[src/rtl/btn_debounce.sv]
// Push-button conditioner: 2-flop sync, per-bit debounce, press/release pulses.
// Optional auto-repeat on held buttons when BTN_REPEAT_EN is defined.
`timescale 1ns/1ps
module btn_debounce #(
  parameter int unsigned N_BTN        = 4,
  parameter int unsigned CNT_W        = 20,
  parameter int unsigned DEBOUNCE_CYC = 1000000,
  parameter int unsigned HOLD_CYC     = 50000000,
  parameter int unsigned REPEAT_CYC   = 10000000
) (
  input  logic             clk,
  input  logic             rst,
  input  logic [N_BTN-1:0] btn_i,
  output logic [N_BTN-1:0] btn_o,
  output logic [N_BTN-1:0] btn_lvl_o,
  output logic [N_BTN-1:0] btn_rel_o
);

  logic [N_BTN-1:0] r_sync1;
  logic [N_BTN-1:0] r_sync2;
  logic [N_BTN-1:0] r_stable;
  logic [N_BTN-1:0] r_press;
  logic [N_BTN-1:0] r_rel;
  logic [CNT_W-1:0] r_cnt [N_BTN];

  logic [N_BTN-1:0] w_stable_nxt;
  logic [N_BTN-1:0] w_press_nxt;
  logic [N_BTN-1:0] w_rel_nxt;
  logic [N_BTN-1:0] w_accept;
  logic [N_BTN-1:0] w_rpt;
  logic [CNT_W-1:0] w_cnt_nxt [N_BTN];

  // Debounce: count cycles of disagreement, accept after DEBOUNCE_CYC of them.
  always_comb begin
    w_stable_nxt = r_stable;
    w_cnt_nxt    = r_cnt;
    w_press_nxt  = '0;
    w_rel_nxt    = '0;
    w_accept     = '0;
    for (int i = 0; i < int'(N_BTN); i++) begin
      if (r_sync2[i] == r_stable[i]) begin
        w_cnt_nxt[i] = '0;
      end else if (r_cnt[i] == CNT_W'(DEBOUNCE_CYC - 1)) begin
        w_accept[i]     = 1'b1;
        w_stable_nxt[i] = r_sync2[i];
        w_cnt_nxt[i]    = '0;
        w_press_nxt[i]  = r_sync2[i];
        w_rel_nxt[i]    = ~r_sync2[i];
      end else begin
        w_cnt_nxt[i] = r_cnt[i] + CNT_W'(1);
      end
    end
  end

  always_ff @(posedge clk or negedge rst) begin
    if (!rst) begin
      r_sync1  <= '0;
      r_sync2  <= '0;
      r_stable <= '0;
      r_press  <= '0;
      r_rel    <= '0;
      r_cnt    <= '{default: '0};
    end else begin
      r_sync1  <= btn_i;
      r_sync2  <= r_sync1;
      r_stable <= w_stable_nxt;
      r_press  <= w_press_nxt | w_rpt;
      r_rel    <= w_rel_nxt;
      r_cnt    <= w_cnt_nxt;
    end
  end

`ifdef BTN_REPEAT_EN
  localparam int unsigned HOLD_MAX = (HOLD_CYC > REPEAT_CYC) ? HOLD_CYC : REPEAT_CYC;
  localparam int unsigned HOLD_W   = $clog2(HOLD_MAX + 1);

  logic [HOLD_W-1:0] r_hold [N_BTN];
  logic [HOLD_W-1:0] w_hold_nxt [N_BTN];
  logic [N_BTN-1:0]  r_rep;
  logic [N_BTN-1:0]  w_rep_nxt;

  // Hold timer: first repeat after HOLD_CYC, then every REPEAT_CYC while held.
  always_comb begin
    w_hold_nxt = r_hold;
    w_rep_nxt  = r_rep;
    w_rpt      = '0;
    for (int i = 0; i < int'(N_BTN); i++) begin
      if (!r_stable[i] || w_accept[i]) begin
        w_hold_nxt[i] = '0;
        w_rep_nxt[i]  = 1'b0;
      end else if (r_hold[i] == (r_rep[i] ? HOLD_W'(REPEAT_CYC - 1) : HOLD_W'(HOLD_CYC - 1))) begin
        w_rpt[i]      = 1'b1;
        w_hold_nxt[i] = '0;
        w_rep_nxt[i]  = 1'b1;
      end else begin
        w_hold_nxt[i] = r_hold[i] + HOLD_W'(1);
      end
    end
  end

  always_ff @(posedge clk or negedge rst) begin
    if (!rst) begin
      r_hold <= '{default: '0};
      r_rep  <= '0;
    end else begin
      r_hold <= w_hold_nxt;
      r_rep  <= w_rep_nxt;
    end
  end
`else
  logic w_unused_cfg;
  assign w_unused_cfg = ^{32'(HOLD_CYC), 32'(REPEAT_CYC), w_accept};
  assign w_rpt        = '0;
`endif

  assign btn_o     = r_press;
  assign btn_lvl_o = r_stable;
  assign btn_rel_o = r_rel;

endmodule
[config.mk]
export PLATFORM = sky130hd
export DESIGN_NAME = btn_debounce
export DESIGN_NICKNAME = d
export VERILOG_FILES = /design/src/rtl/btn_debounce.sv
export SDC_FILE = /design/constraint.sdc
export NUM_CORES = 1
export LEC_CHECK = 0
export ABC_AREA = 0
export CAP_MARGIN = 10
export CORE_ASPECT_RATIO = 1.1
export CORE_MARGIN = 5
export CORE_UTILIZATION = 60
export DETAILED_ROUTE_END_ITERATION = 10
export PLACE_DENSITY = 0.78
export SYNTH_ARGS = -nofsm -noshare
export SYNTH_HDL_FRONTEND = slang
export SYNTH_SLANG_ARGS = --single-unit
export TNS_END_PERCENT = 5
[constraint.sdc]
create_clock -name clk -period 2 [get_ports clk]
set_input_delay 0.4 -clock clk [delete_from_list [all_inputs] [get_ports clk]]
set_output_delay 0.4 -clock clk [all_outputs]
set_load 0.02 [all_outputs]
======== After elaboration in Yosys (flattened, before gate mapping) ========
Index checks and enable logic that the tools add are counted.
storage, ports and cells
  bits in registers ....................... 100
  latch bits .............................. 0
  RAM bits ................................ 0
  memory bits (read-only) ................. 0
  input port bits ......................... 6
  output and inout bits ................... 12
  word-level logic and storage cells ...... 60
  memories kept ........................... 0
operators by class
  add/sub/neg operators ................... 4
  $mul .................................... 0
  divide/modulo/power cells ............... 0
  order comparisons ....................... 0
  equality and inequality tests ........... 8
  shifts and indexed selects .............. 0
  multiplexer cells ....................... 24
  bitwise gates (word level) .............. 8
  reductions and logical operators ........ 4
operators with widths
  kind                   count
  $mux 20                8
  $add 20x1->20 const B  4
  $eq 20x20->1 const B   4
  $mux 1                 16
  $not 1->1              8
  $reduce_and 2->1       4
  $eq 1x1->1             4

======== Depth between registers and ports, before layout ========
  depth in word-level cells ............... 3
  mapped depth ............................ 6
  gate-level depth less buffers ........... 5

======== Least setup slack after synthesis ========
OpenSTA, ideal clock, no wires.
  path type ............................... register to register
  start point ............................. register r_cnt[20] in the netlist's numbering
  end point ............................... register r_stable[2], in the netlist btn_lvl_o[2]
  setup time .............................. 0.125 ns
  arrival ................................. 1.666 ns
  data required time ...................... 1.875 ns
  path slack .............................. 0.209 ns
  stages on the path, launching flop included .. 6
  path buffers ............................ 0
  period minus slack after synthesis ...... 1.791 ns
  cell sequence ........................... dfrtp_1 ha_1 nand2_1 or2_2 or3_1 mux2_2
on the way
  word-level cells in the longest chain between the ends .. 2
ends and longest elaborated chain
  item                        line  RTL
  start, declared             24    logic [CNT_W-1:0] r_cnt [N_BTN];
  start signal, assigned      69    r_cnt <= w_cnt_nxt;
  $eq 20x20->1                43    end else if (r_cnt[i] == CNT_W'(DEBOUNCE_CYC - 1)) begin
  $reduce_and 2->1 (no line)  n/a
  end signal, assigned        66    r_stable <= w_stable_nxt;
  end, declared               21    logic [N_BTN-1:0] r_stable;
Every way passes these cells.
A chain may end at the register's enable or synchronous reset.

======== Worst setup path in the final report ========
  start point ............................. register r_cnt[53] in the netlist's numbering
  end point ............................... register r_stable[1], in the netlist btn_lvl_o[1]
Same word-level chain as after synthesis.

==> reports/summary.txt <==
Outcome - finished clean
FF-to-FF Start - r_cnt[53]
Hold path cells - 0
Largest net degree at the start of global routing - 37
Synthesized area - 4720 sq um
RSZ-0062 raised after global routing - no
CTS tree - done
Final Critical Period - 1.93 ns
Port buffer count - 17
Required time of the critical path - 2.26 ns
CORE AREA - 7780 sq um
Clk root buf - clkbuf_8
Most frequent cells in the layout - dfrtp_1 (100), nor2_1 (68), xnor2_1 (33), nand3_1 (28), xor2_1 (23)
Clock buffer depth - 2
Worst rel slew slack - 56.4%
Clock sinks - 100
Slew @ Worst Pin - 0.647 ns
PwrDens - 636 nW/um^2
Synth Register Bits - 100
Slew Viols, Final - 0
Seq/Total Area, Yosys - 53.0%
Fraction of layout cells with a size suffix above 1 - 11.7%
Crit-path max cell delay - 0.47 ns
DRC marker count from the first detailed-route iteration - 87
R2R cell count - 4
Core Rows - 34
Diode count - 0
Drt wl/cell - 14.6 um
Synth area leaders - dfrtp_1 (53%), xnor2_1 (6.1%), nor2_1 (5.4%), xor2_1 (4.3%), nand3_1 (3.0%)
Vias per std cell - 5.75
Grt total ovfl - 0
Post-layout net count - 502
Delay-heaviest family, CP - simple AND/OR/NAND/NOR gates
DRC Markers - 0
CTS H-tree depth - 3
Clk Latency, worst-skew pair - 0.37 ns
Crit path max-delay cell type - dfrtp_1
Initial Util - 60.6%
Clock skew - 0.0132 ns
Setup tns final - 0 ns
Total Routing Usage GR - 20.3%
Mapped Cells - 451
Overall Power - 0.00340 W
Commonest non-fill, non-tap cell in the layout - dfrtp_1
Count of final setup violators - 0
Critical Path Source Type - register
Synth unique cells - 48
WHS - 0.355 ns
Pleak - 2.15 nW
CP Capture Type - register
Syn_area_per_cell - 10.5 sq um
Ys Warns - 0
Post-synth top area cell - dfrtp_1
Crit path to - btn_lvl_o[1]
Postcts setup bufs - 0
Max VDD drop - 0.000486 V
Achievable frequency - 0.519 GHz
Hold WC Path Type - reg -> reg
Synthesized Nets - 461
Yosys top cell area share - 53.0%
Die X - 94.6 um
CTS Buf Count - 9
Routed via count - 3478
Crit path DAT - 2.19 ns
Chip height - 103 um
Vias in the first global route - 3383
Fin util - 68.6%
Max_cap viols - 0
Final hold violation count - 0
Gpl congestion - 0.787
Crit-path cells - nor4b_2, nand4b_1, or3_1, mux2_2
Fin area - 5340 sq um
WP buf/inv - 0
Worst reg-to-reg setup slack - 0.07 ns
Kind of critical path - reg -> reg
Crit share post-route - 96.4%
Die area - 9740 sq um
Final WL - 8860 um
FF-to-FF End - btn_lvl_o[1]
Cell Area, Placed - 5140 sq um
First-pass DRT Iterations - 4
Io pins - 18
DP Wirelength - 6070 um
Crit path depth - 4
Crit path launch - r_cnt[53]
Initial antenna violation count - 0
Layout fillers - 621
Clk pin slew, worst setup/hold paths - 0.10 ns
P&R area growth vs syn - 13.2%
Post-DRT Antenna Nets - 0
Global-route wire length before repair - 15700 um
Worst-path fanout max - 6
-- registers in the layout (all words and copies together) (netlist names) --
| register | flops |
|---|---|
| btn_lvl_o | 4 |
| r_sync1 | 4 |
| r_sync2 | 4 |
| btn_o | 4 |
| btn_rel_o | 4 |
| r_cnt | 80 |
-- area by class of cell --
class                      count  area [sq um]  area share (%)
clock buffer                  11           141            2.65
clock inverter                 5          35.0           0.656
inverter                      10          37.5           0.703
multi-input combinational    334          2160            40.4
sequential                   100          2500            46.8
tap                          108           135            2.53
timing repair buffer          37           333            6.23
-- kinds of logic (layout without fill, tap and decap cells) --
logic type               after synthesis  in the layout  share of synthesized area (%)
AO/OA/AOI/OAI                         42             42                           6.31
XOR/XNOR                              56             56                           10.4
adder cells (fa/ha/maj)                4              4                           1.06
buffers and inverters                 17             63                           1.54
AND/OR/NAND/NOR                      227            227                           26.5
flip-flops                           100            100                           53.0
multiplexers                           5              5                           1.17
-- synth_stat cells, drive strengths merged --
cell	number
dfrtp	100
nor2	68
xnor2	33
nand3	29
xor2	23
nand2	20
nand4	19
a21oi	16
and3	15
nor4	15
o21ai	13
nor3	12
or3	11
inv	10
nor3b	8
and4	6
o31ai	6
buf	5
nand3b	5
and2	4
ha	4
mux2	4
or4	4
nand4b	3
nor4b	3
clkbuf	2
o221ai	2
or2	2
a211oi	1
a31o	1
mux2i	1
nand4bb	1
nor4bb	1
o2111a	1
o21a	1
o21ba	1
or4b	1
-- what timing repair did --
item / CTS / global route
endpoints found under the hold margin: 10 / 0
gates resized for setup: 1 / 2
setup endpoints to repair: 1 / 16
pin swaps: 0 / 1
hold buffers: 1 / 0
-- power by group --
part           leakage, nW  internal (W)  switching [W]  total (W)
Combinational        0.695     0.0000540      0.0000883   0.000142
Clock               0.0897      0.000490       0.000692    0.00118
Sequential            1.37       0.00205      0.0000271    0.00207
Total                 2.15       0.00259       0.000807    0.00340
-- worst min path at each step --
stage / to / slack [ns] / startpoint
2_1_floorplan: btn_lvl_o[0] / 0.10 / rst
5_1_grt: r_sync2[1] / 0.38 / r_sync1[1]
3_5_place_dp: r_sync2[2] / 0.34 / r_sync1[2]
4_1_cts: r_sync2[2] / 0.36 / r_sync1[2]
3_3_place_gp: r_sync2[3] / 0.33 / r_sync1[3]
6_report: r_sync2[2] / 0.35 / r_sync1[2]
-- per-layer routing --
layer  vias up  track usage, %  wire, um  part of all wire (%)
li1       1693               -         -                     -
met1      1710            27.3      4130                    47
met2        63            33.5      4260                    48
met3        12            3.72       336                   3.8
met4         0            7.10       130                   1.5
met5         -               0         0                     0
-- metrics by stage --
step	setup WS, ns	instances
after global routing	0.00244	605
after global placement	0.163	588
after floorplan	0.209	451
final	0.0726	605
after CTS	0.0518	605
after detailed placement	0.0927	588
Note: power is estimated with default switching activity, not from simulation.
